===== src/rtl/bpsk_pkg.sv =====
// Shared encodings for the BPSK framed bit-stream source: payload modes,
// framer FSM states and PRBS polynomial taps.
package bpsk_pkg;

  localparam logic [1:0] MODE_ROT    = 2'd0;
  localparam logic [1:0] MODE_PRBS7  = 2'd1;
  localparam logic [1:0] MODE_PRBS15 = 2'd2;
  localparam logic [1:0] MODE_ONES   = 2'd3;

  typedef enum logic [1:0] {
    ST_IDLE = 2'd0,
    ST_PRE  = 2'd1,
    ST_PAY  = 2'd2,
    ST_GAP  = 2'd3
  } state_t;

  // Taps are polynomial exponents: x^ORDER + x^TAP_B + 1 with TAP_A == ORDER.
  localparam int PRBS7_ORDER  = 7;
  localparam int PRBS7_TAP_A  = 7;
  localparam int PRBS7_TAP_B  = 6;
  localparam int PRBS15_ORDER = 15;
  localparam int PRBS15_TAP_A = 15;
  localparam int PRBS15_TAP_B = 14;

  function automatic int max3(input int a, input int b, input int c);
    int m;
    m = (a > b) ? a : b;
    return (m > c) ? m : c;
  endfunction

endpackage


===== src/rtl/bpsk_prbs_gen.sv =====
// Fibonacci PRBS generator seeded with all ones; shifts once per adv pulse.
// o_nxt is the bit that o_bit will show after the next advance.
module bpsk_prbs_gen
  import bpsk_pkg::*;
#(
  parameter int ORDER = PRBS7_ORDER,
  parameter int TAP_A = PRBS7_TAP_A,
  parameter int TAP_B = PRBS7_TAP_B
) (
  input  logic gclk1,
  input  logic rst,
  input  logic adv,
  output logic o_bit,
  output logic o_nxt
);

  logic [ORDER-1:0] r_s;

  // LFSR state: feedback enters at bit 0, output taken from the MSB
  always_ff @(posedge gclk1 or posedge rst) begin
    if (rst) begin
      r_s <= '1;
    end else if (adv) begin
      r_s <= {r_s[ORDER-2:0], r_s[TAP_A-1] ^ r_s[TAP_B-1]};
    end else begin
      r_s <= r_s;
    end
  end

  assign o_bit = r_s[ORDER-1];
  assign o_nxt = r_s[ORDER-2];

endmodule


===== src/rtl/bpsk_frame_src.sv =====
// Framed bit-stream source for the BPSK transmitter: preamble, payload from a
// selectable pattern, then an idle gap, over a valid/ready handshake.
module bpsk_frame_src
  import bpsk_pkg::*;
#(
  parameter int              PAT_W     = 10,
  parameter logic [PAT_W-1:0] PAT_INIT = 10'b1101011001,
  parameter int              PRE_LEN   = 16,
  parameter int              FRAME_LEN = 64,
  parameter int              GAP_LEN   = 8,
  parameter int              CNT_W     = 16
) (
  input  logic             gclk1,
  input  logic             rst,
  input  logic             en,
  input  logic [1:0]       mode,
  input  logic             iready,
  output logic             odata,
  output logic             ovalid,
  output logic             osof,
  output logic             oeof,
  output logic             in_payload,
  output logic             busy,
  output logic [CNT_W-1:0] frame_cnt
);

  localparam int MAX_LEN = max3(PRE_LEN, FRAME_LEN, GAP_LEN);
  localparam int CW      = $clog2(MAX_LEN + 1);
  localparam logic [CW-1:0] PRE_LAST = CW'(PRE_LEN - 1);
  localparam logic [CW-1:0] PAY_LAST = CW'(FRAME_LEN - 1);
  localparam logic [CW-1:0] GAP_LAST = CW'(GAP_LEN - 1);

  state_t           r_state, w_state_nxt;
  logic [CW-1:0]    r_cnt, w_cnt_nxt;
  logic [1:0]       r_mode, w_mode_nxt;
  logic [CNT_W-1:0] r_frame_cnt, w_frame_cnt_nxt;
  logic [PAT_W-1:0] r_pat;
  logic w_xfer, w_start, w_bound;
  logic w_adv_rot, w_adv_p7, w_adv_p15;
  logic w_p7_bit, w_p7_nxt, w_p15_bit, w_p15_nxt;
  logic w_src_nxt, w_odata_nxt, w_valid_nxt, w_sof_nxt, w_eof_nxt, w_pay_nxt;
  logic r_odata, r_ovalid, r_osof, r_oeof, r_in_payload, r_busy;

  assign w_xfer = r_ovalid & iready;

  bpsk_prbs_gen #(.ORDER(PRBS7_ORDER), .TAP_A(PRBS7_TAP_A), .TAP_B(PRBS7_TAP_B)) u_prbs7 (
    .gclk1(gclk1), .rst(rst), .adv(w_adv_p7), .o_bit(w_p7_bit), .o_nxt(w_p7_nxt)
  );

  bpsk_prbs_gen #(.ORDER(PRBS15_ORDER), .TAP_A(PRBS15_TAP_A), .TAP_B(PRBS15_TAP_B)) u_prbs15 (
    .gclk1(gclk1), .rst(rst), .adv(w_adv_p15), .o_bit(w_p15_bit), .o_nxt(w_p15_nxt)
  );

  // Framer next-state: bit counting, source advance, frame-boundary decision
  always_comb begin
    w_state_nxt     = r_state;
    w_cnt_nxt       = r_cnt;
    w_mode_nxt      = r_mode;
    w_frame_cnt_nxt = r_frame_cnt;
    w_adv_rot       = 1'b0;
    w_adv_p7        = 1'b0;
    w_adv_p15       = 1'b0;
    w_start         = 1'b0;
    w_bound         = 1'b0;
    case (r_state)
      ST_IDLE: begin
        if (en) w_start = 1'b1;
        else    w_state_nxt = ST_IDLE;
      end
      ST_PRE: begin
        if (w_xfer) begin
          if (r_cnt == PRE_LAST) begin
            w_state_nxt = ST_PAY;
            w_cnt_nxt   = '0;
          end else begin
            w_cnt_nxt = r_cnt + CW'(1);
          end
        end else begin
          w_cnt_nxt = r_cnt;
        end
      end
      ST_PAY: begin
        if (w_xfer) begin
          case (r_mode)
            MODE_ROT:    w_adv_rot = 1'b1;
            MODE_PRBS7:  w_adv_p7  = 1'b1;
            MODE_PRBS15: w_adv_p15 = 1'b1;
            default:     w_adv_rot = 1'b0;
          endcase
          if (r_cnt == PAY_LAST) begin
            w_frame_cnt_nxt = r_frame_cnt + CNT_W'(1);
            if (GAP_LEN > 0) begin
              w_state_nxt = ST_GAP;
              w_cnt_nxt   = '0;
            end else begin
              w_bound = 1'b1;
            end
          end else begin
            w_cnt_nxt = r_cnt + CW'(1);
          end
        end else begin
          w_cnt_nxt = r_cnt;
        end
      end
      ST_GAP: begin
        if (r_cnt == GAP_LAST) w_bound = 1'b1;
        else                   w_cnt_nxt = r_cnt + CW'(1);
      end
      default: begin
        w_state_nxt = ST_IDLE;
        w_cnt_nxt   = '0;
      end
    endcase

    if (w_bound) begin
      if (en) begin
        w_start = 1'b1;
      end else begin
        w_state_nxt = ST_IDLE;
        w_cnt_nxt   = '0;
      end
    end else begin
      w_start = w_start;
    end

    if (w_start) begin
      w_mode_nxt  = mode;
      w_cnt_nxt   = '0;
      w_state_nxt = (PRE_LEN > 0) ? ST_PRE : ST_PAY;
    end else begin
      w_mode_nxt = w_mode_nxt;
    end
  end

  // Output lookahead: what the registered outputs must show after this edge
  always_comb begin
    case (w_mode_nxt)
      MODE_ROT:    w_src_nxt = w_adv_rot ? r_pat[PAT_W-1] : r_pat[0];
      MODE_PRBS7:  w_src_nxt = w_adv_p7  ? w_p7_nxt  : w_p7_bit;
      MODE_PRBS15: w_src_nxt = w_adv_p15 ? w_p15_nxt : w_p15_bit;
      default:     w_src_nxt = 1'b1;
    endcase
    w_valid_nxt = 1'b0;
    w_odata_nxt = 1'b0;
    w_sof_nxt   = 1'b0;
    w_eof_nxt   = 1'b0;
    w_pay_nxt   = 1'b0;
    case (w_state_nxt)
      ST_PRE: begin
        w_valid_nxt = 1'b1;
        w_odata_nxt = ~w_cnt_nxt[0];
        w_sof_nxt   = (w_cnt_nxt == '0);
      end
      ST_PAY: begin
        w_valid_nxt = 1'b1;
        w_pay_nxt   = 1'b1;
        w_odata_nxt = w_src_nxt;
        w_sof_nxt   = (PRE_LEN == 0) && (w_cnt_nxt == '0);
        w_eof_nxt   = (w_cnt_nxt == PAY_LAST);
      end
      default: begin
        w_valid_nxt = 1'b0;
      end
    endcase
  end

  // Rotating pattern word advances only on its own payload transfers
  always_ff @(posedge gclk1 or posedge rst) begin
    if (rst) begin
      r_pat <= PAT_INIT;
    end else if (w_adv_rot) begin
      r_pat <= {r_pat[PAT_W-2:0], r_pat[PAT_W-1]};
    end else begin
      r_pat <= r_pat;
    end
  end

  // FSM, counters and registered outputs
  always_ff @(posedge gclk1 or posedge rst) begin
    if (rst) begin
      r_state      <= ST_IDLE;
      r_cnt        <= '0;
      r_mode       <= MODE_ROT;
      r_frame_cnt  <= '0;
      r_odata      <= 1'b0;
      r_ovalid     <= 1'b0;
      r_osof       <= 1'b0;
      r_oeof       <= 1'b0;
      r_in_payload <= 1'b0;
      r_busy       <= 1'b0;
    end else begin
      r_state      <= w_state_nxt;
      r_cnt        <= w_cnt_nxt;
      r_mode       <= w_mode_nxt;
      r_frame_cnt  <= w_frame_cnt_nxt;
      r_odata      <= w_odata_nxt;
      r_ovalid     <= w_valid_nxt;
      r_osof       <= w_sof_nxt;
      r_oeof       <= w_eof_nxt;
      r_in_payload <= w_pay_nxt;
      r_busy       <= (w_state_nxt != ST_IDLE);
    end
  end

  assign odata      = r_odata;
  assign ovalid     = r_ovalid;
  assign osof       = r_osof;
  assign oeof       = r_oeof;
  assign in_payload = r_in_payload;
  assign busy       = r_busy;
  assign frame_cnt  = r_frame_cnt;

endmodule


===== config.mk =====
export PLATFORM = sky130hd
export DESIGN_NAME = bpsk_frame_src
export DESIGN_NICKNAME = d
export VERILOG_FILES = /design/src/rtl/bpsk_pkg.sv /design/src/rtl/bpsk_prbs_gen.sv /design/src/rtl/bpsk_frame_src.sv
export SDC_FILE = /design/constraint.sdc
export NUM_CORES = 1
export LEC_CHECK = 0
export ABC_AREA = 1
export CAP_MARGIN = 20
export CORE_ASPECT_RATIO = 0.75
export CORE_MARGIN = 10
export CORE_UTILIZATION = 30
export DETAILED_ROUTE_END_ITERATION = 7
export RECOVER_POWER = 50
export SKIP_LAST_GASP = 1
export SLEW_MARGIN = 20
export SYNTH_ARGS = -nofsm -noshare
export SYNTH_HDL_FRONTEND = slang
export SYNTH_HIERARCHICAL = 1
export SYNTH_SLANG_ARGS = --single-unit

===== constraint.sdc =====
create_clock -name gclk1 -period 1.9 [get_ports gclk1]
set_input_delay 0.285 -clock gclk1 [delete_from_list [all_inputs] [get_ports gclk1]]
set_output_delay 0.285 -clock gclk1 [all_outputs]
set_load 0.1 [all_outputs]

Word-level counts from Yosys, hierarchy flattened

Cells that the tools add are included.

Register bits: 65
Bits in latches: 0
Bits in writable memories: 0
ROM bits: 0
Input bits: 6
Output and inout bits: 22
Logic and storage cells: 82
Memories kept: 0

Add/sub/neg operators: 2
$mul: 0
Div/mod/pow operators: 0
$lt $le $gt $ge: 0
Eq/ne operators: 13
Shift-type cells: 0
Mux-type cells: 43
Bitwise operators: 4
Reductions and logical operators: 7

Operators with widths:

| kind                                                                   | number |
|---|---|
| 7-bit 2-to-1 mux                                                       | 8 |
| 1-bit 2-to-1 mux                                                       | 22 |
| 7-bit case mux with 3 select lines                                     | 1 |
| 2-bit 2-to-1 mux                                                       | 9 |
| 16-bit by 1-bit adder with 16-bit output (second input constant)       | 1 |
| 7-bit by 6-bit equality test with 1-bit output (second input constant) | 2 |
| 2-bit equality test (second input constant)                            | 5 |
| 2-bit by 1-bit equality test with 1-bit output (second input constant) | 4 |
| 7-bit by 1-bit adder with 7-bit output (second input constant)         | 1 |
| 7-bit by 3-bit equality test with 1-bit output (second input constant) | 1 |
| 7-bit by 4-bit equality test with 1-bit output (second input constant) | 1 |
| 7-bit zero test                                                        | 1 |
| 2-bit zero test                                                        | 3 |
| 2-bit case mux with 3 select lines                                     | 1 |
| 1-bit case mux with 3 select lines                                     | 1 |
| 3-bit AND reduction                                                    | 1 |
| 1-bit case mux with 2 select lines                                     | 1 |
| 2-bit nonzero test                                                     | 1 |
| 2-bit OR reduction                                                     | 1 |
| 1-bit XOR                                                              | 2 |
| 1-bit AND                                                              | 1 |
| 1-bit NOT                                                              | 1 |

Logic depth before layout (Yosys ltp)

Word-level depth: 10
Mapped depth: 14
Gate-level depth less buffers: 14

Modules after synthesis

Netlist, hierarchy kept.

Modules (own cells, without submodules):

| module                    | instances | cells an instance | area each (um^2) | sequential area each (um^2) |
|---|---|---|---|---|
| bpsk_frame_src            | 1         | 282               | 2279.7           | 1083.5 |
| bpsk_prbs_gen at u_prbs15 | 1         | 66                | 678.2            | 394.1 |
| bpsk_prbs_gen at u_prbs7  | 1         | 33                | 312.8            | 183.9 |

Least setup slack after synthesis

OpenSTA, ideal clock, no wires.

Path kind: reg-to-reg
From: reg r_ovalid, in the netlist ovalid
To: reg r_osof, in the netlist osof
Library setup time: 0.115 ns
Arrival: 2.329 ns
Required time: 1.785 ns
Setup slack: -0.544 ns
Cell stages (with the launch flop): 13
Buffers on the path: 0
Clock period less this slack: 2.444 ns
Cells stage by stage: dfrtp_1 > nand2_2 > inv_1 > nand3_1 > o21ai_0 > nand2_1 > a21oi_1 > inv_1 > ha_1 > nand2_1 > nor2_1 > nand2_1 > nor2_1

Cells in the longest elaborated chain, start to end: 8
Elaborated cells between the ends (all ways): 16
Classes of those cells: 1 x eq/ne; 13 x mux; 1 x bitwise; 1 x reduce/logical

RTL lines:

| item                                               | line                                       | source |
|---|---|---|
| start: declaration                                 | bpsk_frame_src.sv:42                       | `logic r_odata, r_ovalid, r_osof, r_oeof, r_in_payload, r_busy;` |
| start signal: assignment                           | bpsk_frame_src.sv:197                      | `r_ovalid <= w_valid_nxt;` |
| 1-bit AND (*)                                      | bpsk_frame_src.sv:44                       | `assign w_xfer = r_ovalid & iready;` |
| 2-bit 2-to-1 mux (on tied branches)                | bpsk_frame_src.sv:83, bpsk_frame_src.sv:71 |  |
| 2-bit case mux with 3 select lines (*)             | bpsk_frame_src.sv:65                       | `case (r_state)` |
| 2-bit 2-to-1 mux                                   | bpsk_frame_src.sv:116                      | `if (en) begin` |
| 2-bit 2-to-1 mux (*)                               | bpsk_frame_src.sv:115                      | `if (w_bound) begin` |
| 2-bit 2-to-1 mux (*)                               | bpsk_frame_src.sv:126                      | `if (w_start) begin` |
| via w_state_nxt[0]                                 | bpsk_frame_src.sv:33                       | `state_t r_state, w_state_nxt;` |
| 2-bit by 1-bit equality test with 1-bit output (*) | bpsk_frame_src.sv:148                      | `case (w_state_nxt)` |
| 1-bit 2-to-1 mux (*)                               | bpsk_frame_src.sv:148                      |  |
| via w_sof_nxt                                      | bpsk_frame_src.sv:41                       | `logic w_src_nxt, w_odata_nxt, w_valid_nxt, w_sof_nxt, w_eof_nxt, w_pay_nxt;` |
| end signal: assignment                             | bpsk_frame_src.sv:198                      | `r_osof <= w_sof_nxt;` |
| end: declaration                                   | bpsk_frame_src.sv:42                       |  |

The timed path passes the listed nets; every way through them passes the cells marked *.
A chain may end at the register's enable or synchronous reset.

Final worst setup path

From: reg r_cnt[1]
To: reg r_osof, in the netlist osof

Cells in the longest elaborated chain, start to end: 9
Elaborated cells between the ends (all ways): 27
Classes of those cells: 1 x add/sub; 4 x eq/ne; 21 x mux; 1 x reduce/logical

RTL lines:

| item                                                                                                             | line                                       | source |
|---|---|---|
| start: declaration                                                                                               | bpsk_frame_src.sv:34                       | `logic [CW-1:0] r_cnt, w_cnt_nxt;` |
| start signal: assignment                                                                                         | bpsk_frame_src.sv:193                      | `r_cnt <= w_cnt_nxt;` |
| 7-bit by 6-bit equality test with 1-bit output or 7-bit by 4-bit equality test with 1-bit output (tied branches) | bpsk_frame_src.sv:90, bpsk_frame_src.sv:72 |  |
| 2-bit 2-to-1 mux (on tied branches)                                                                              | bpsk_frame_src.sv:90, bpsk_frame_src.sv:72 |  |
| 2-bit 2-to-1 mux (on tied branches)                                                                              | bpsk_frame_src.sv:83, bpsk_frame_src.sv:71 |  |
| 2-bit case mux with 3 select lines                                                                               | bpsk_frame_src.sv:65                       |  |
| 2-bit 2-to-1 mux                                                                                                 | bpsk_frame_src.sv:116                      |  |
| 2-bit 2-to-1 mux                                                                                                 | bpsk_frame_src.sv:115                      |  |
| 2-bit 2-to-1 mux (*)                                                                                             | bpsk_frame_src.sv:126                      |  |
| via w_state_nxt[0]                                                                                               | bpsk_frame_src.sv:33                       |  |
| 2-bit by 1-bit equality test with 1-bit output (*)                                                               | bpsk_frame_src.sv:148                      |  |
| 1-bit 2-to-1 mux (*)                                                                                             | bpsk_frame_src.sv:148                      |  |
| via w_sof_nxt                                                                                                    | bpsk_frame_src.sv:41                       |  |

Marked as above.

==> run metrics <==
Final Wtd Congestion 0.843; peak supply drop 0.543 mV; failing checks setup timing; WP data arrival 2130 ps; area of the multi-input gates 0.00146 mm²; largest net degree at the start of global routing 44; # setup viols final 3; Tmin final 1910 ps; initial antenna violation count 0; Req. time, crit path 2120 ps; hpwl dp 5230 µm; CTS tree built; Crit. Startpoint r_cnt[1]$_DFF_PP0_; die area 0.0155 mm²; relative slew slack 0.263; max-capacitance violation count 0; Synth Cell Area 0.00327 mm²; Die Wd 141 µm; worst-skew pair later-pin latency 330 ps; Routed WL per cell 11.9 µm; post-route setup TNS -12.5 ps; fin util 0.425; clock power share 0.321; setup ws final -6.04 ps; via count 2565; Power Density 1240 mW/mm²; final period utilization 1.00; Routed Wire Length 7110 µm; combinational power share 0.333; Max Clock Skew 7.27 ps; status complete, but fails checks; min-delay worst type reg2reg; FF+latch count, synth 65; first drt pass iteration count 5; part of the power in registers 0.347; Sink Count 65; sequential cell area 0.00168 mm²; sw frac 0.356; antenna viol nets, final 0; crit path launch type flip-flop; RSZ-0062 raised after global routing yes; crit path cell chain ha_4, nand2_4, nor2_4, nand3_2, o21ai_2, nand2_2, a21oi_4, inv_2, ha_4, nand2_4, nor2_1, nand2_1, nor2_1; ant diodes 0; Worst path max stage delay 380 ps; Layout area overhead 35.9%; worst r2r src r_cnt[1]$_DFF_PP0_; Crit. End Element flip-flop; crit-path max FO 3; gr ovfl total 0; final max-slew violation count 0; CP Class reg2reg; Warnings, synthesis 6; FP Rows 32; Syn Area/Cell 8.58 µm²; H-tree level count 3; DRC viols 0; first-pass GRT wire length 12400 µm; Initial Util 0.313; Worst Hold Launch u_prbs7/r_s[2]$_DFFE_PP1P_; DIE HEIGHT 110 µm; CTS Buf Count 9; Worst-Margin Slew 1110 ps; Unique masters post-synth 29; ratio of cells with drive above 1 in the final layout 0.405; Cells after Synth 381; Hold Slack 458 ps; vias in the first global route 2622; # nets final 468; Fmax achieved 525 MHz; cell internal pwr 3.54 mW; initial drt markers 134; buffers added on ports 27; clock root buffer clkbuf_16; final hold vios 0; # fillers 1010; slowest cell on the critical path dfrtp_1; via/cell ratio 4.29; GRT Total Usage 0.0948; IO Count 28; part of the Yosys area used for sequential elements 0.508; clock-pin transition on the worst setup and hold timing paths 60 ps; maximum root-to-sink buffer count 2; Net Switching 1.96 mW; Core Footprint 0.0105 mm²; Static Leak 2.27 nW; Syn Nets 392
-- layer usage --
| layer | routed length [µm] | up-vias | GRT usage |
|---|---|---|---|
| li1 | - | 1335 | - |
| met1 | 3570 | 1161 | 0.130 |
| met2 | 2980 | 55 | 0.131 |
| met3 | 442 | 14 | 0.0325 |
| met4 | 123 | 0 | 0.0389 |
| met5 | 0 | - | 0 |
-- state kept, by name (all words and copies together), names as in the netlist --
| name | cells |
|---|---|
| busy | 1 |
| u_prbs7/r_s | 7 |
| in_payload | 1 |
| r_pat | 10 |
| r_mode | 2 |
| frame_cnt | 16 |
| osof | 1 |
| odata | 1 |
| r_state | 2 |
| r_cnt | 7 |
| u_prbs15/r_s | 15 |
| ovalid | 1 |
| oeof | 1 |
-- timing repair --
action / CTS / global route
setup buffers: 3 / 4
pin swaps: 2 / 14
hold buffers: 0 / 0
hold endpoints to repair: 0 / 0
endpoints found under the setup margin: 3 / 13
resized for setup: 12 / 24
-- cell usage in the layout, fill, tap and decap left out, types with 3 or more instances in the layout --
| cell | n |
|---|---|
| a21oi_1 | 6 |
| a21oi_2 | 4 |
| a21oi_4 | 3 |
| buf_12 | 4 |
| buf_4 | 52 |
| buf_6 | 3 |
| clkbuf_16 | 10 |
| clkbuf_2 | 7 |
| clkdlybuf4s50_1 | 3 |
| dfrtp_1 | 28 |
| dfrtp_2 | 8 |
| dfstp_2 | 28 |
| ha_4 | 4 |
| inv_1 | 49 |
| inv_2 | 6 |
| inv_6 | 4 |
| nand2_1 | 99 |
| nand2_2 | 25 |
| nand2_4 | 5 |
| nand3_1 | 24 |
| nand3_2 | 5 |
| nand4_1 | 4 |
| nor2_1 | 24 |
| nor2_2 | 5 |
| nor2_4 | 3 |
| o21ai_0 | 14 |
| o21ai_1 | 3 |
| o21ai_2 | 3 |
| xnor2_1 | 5 |
| xor2_1 | 10 |
-- cell usage after synthesis --
master / instances / area [µm²]
nand2_1: 103 / 387
inv_1: 52 / 195
dfrtp_1: 37 / 926
dfstp_2: 28 / 736
nor2_1: 27 / 101
nand2_2: 26 / 163
nand3_1: 25 / 125
o21ai_0: 17 / 85.1
xor2_1: 10 / 87.6
a21oi_1: 9 / 45.0
ha_1: 5 / 62.6
xnor2_1: 5 / 43.8
inv_2: 4 / 15.0
nand3_2: 4 / 40.0
nand4_1: 4 / 25.0
nor2_2: 4 / 25.0
a21oi_2: 3 / 26.3
buf_6: 3 / 33.8
inv_6: 2 / 17.5
nor3_4: 2 / 32.5
nor3b_1: 2 / 15.0
o21ai_2: 2 / 17.5
a21oi_4: 1 / 16.3
buf_12: 1 / 20.0
buf_2: 1 / 5.00
clkbuf_1: 1 / 3.75
nor2_4: 1 / 11.3
nor3_1: 1 / 5.00
o21ai_1: 1 / 5.00
-- critical path: cells and delay by family, from the launching register on --
kind | cells | cell delay (ps)
compound gates | 2 | 350
flops | 1 | 380
buf+inv | 1 | 80
simple gates | 8 | 660
fa+ha+maj | 2 | 340
-- worst paths after layout --
check,to,slack [ps],cells past startpoint
max in group asynchronous,ovalid$_DFF_PP0_,290,3
worst min register to register,u_prbs7/r_s[2]$_DFFE_PP1P_,460,2
min in group asynchronous,u_prbs7/r_s[3]$_DFFE_PP1P_,640,2
worst min-delay path,u_prbs7/r_s[2]$_DFFE_PP1P_,460,2
worst max-delay path,osof$_DFF_PP0_,-6,13
worst max register to register,osof$_DFF_PP0_,-6,13
-- kinds of logic after synthesis --
logic type / synth area share
flip-flops: 0.508
AO/OA/AOI/OAI: 0.0597
adder cells (fa/ha/maj): 0.0191
buffers and inverters: 0.0888
AND/OR/NAND/NOR: 0.284
XOR/XNOR: 0.0402
-- layout make-up --
cell class,count,share of cell area
Sequential cell,65,0.377
Timing Repair Buffer,71,0.133
Clock inverter,6,0.0160
Inverter,58,0.0512
Multi-Input combinational cell,252,0.329
Tap cell,136,0.0383
Clock buffer,10,0.0563
-- through the flow --
stage | area (µm²) | std cells | worst slack [ps] | total power, mW
floorplan | 3290 | 381 | -13.1 | 2.96
global placement | 3950 | 575 | -206 | 3.51
detailed placement | 3950 | 575 | -254 | 3.54
CTS | 4350 | 594 | -9.56 | 5.41
global route | 4450 | 598 | -146 | 5.86
finish | 4450 | 598 | -6.04 | 5.50
-- power by group through the flow --
stage | sequential (mW) | clock (mW) | combinational [mW]
after floorplan | 2.11 | 0 | 0.848
after global placement | 1.91 | 0 | 1.60
after detailed placement | 1.91 | 0 | 1.63
after CTS | 1.90 | 1.81 | 1.71
after global routing | 1.94 | 1.88 | 2.04
final | 1.91 | 1.76 | 1.83
No activity file was read; power rests on OpenSTA's default activity.
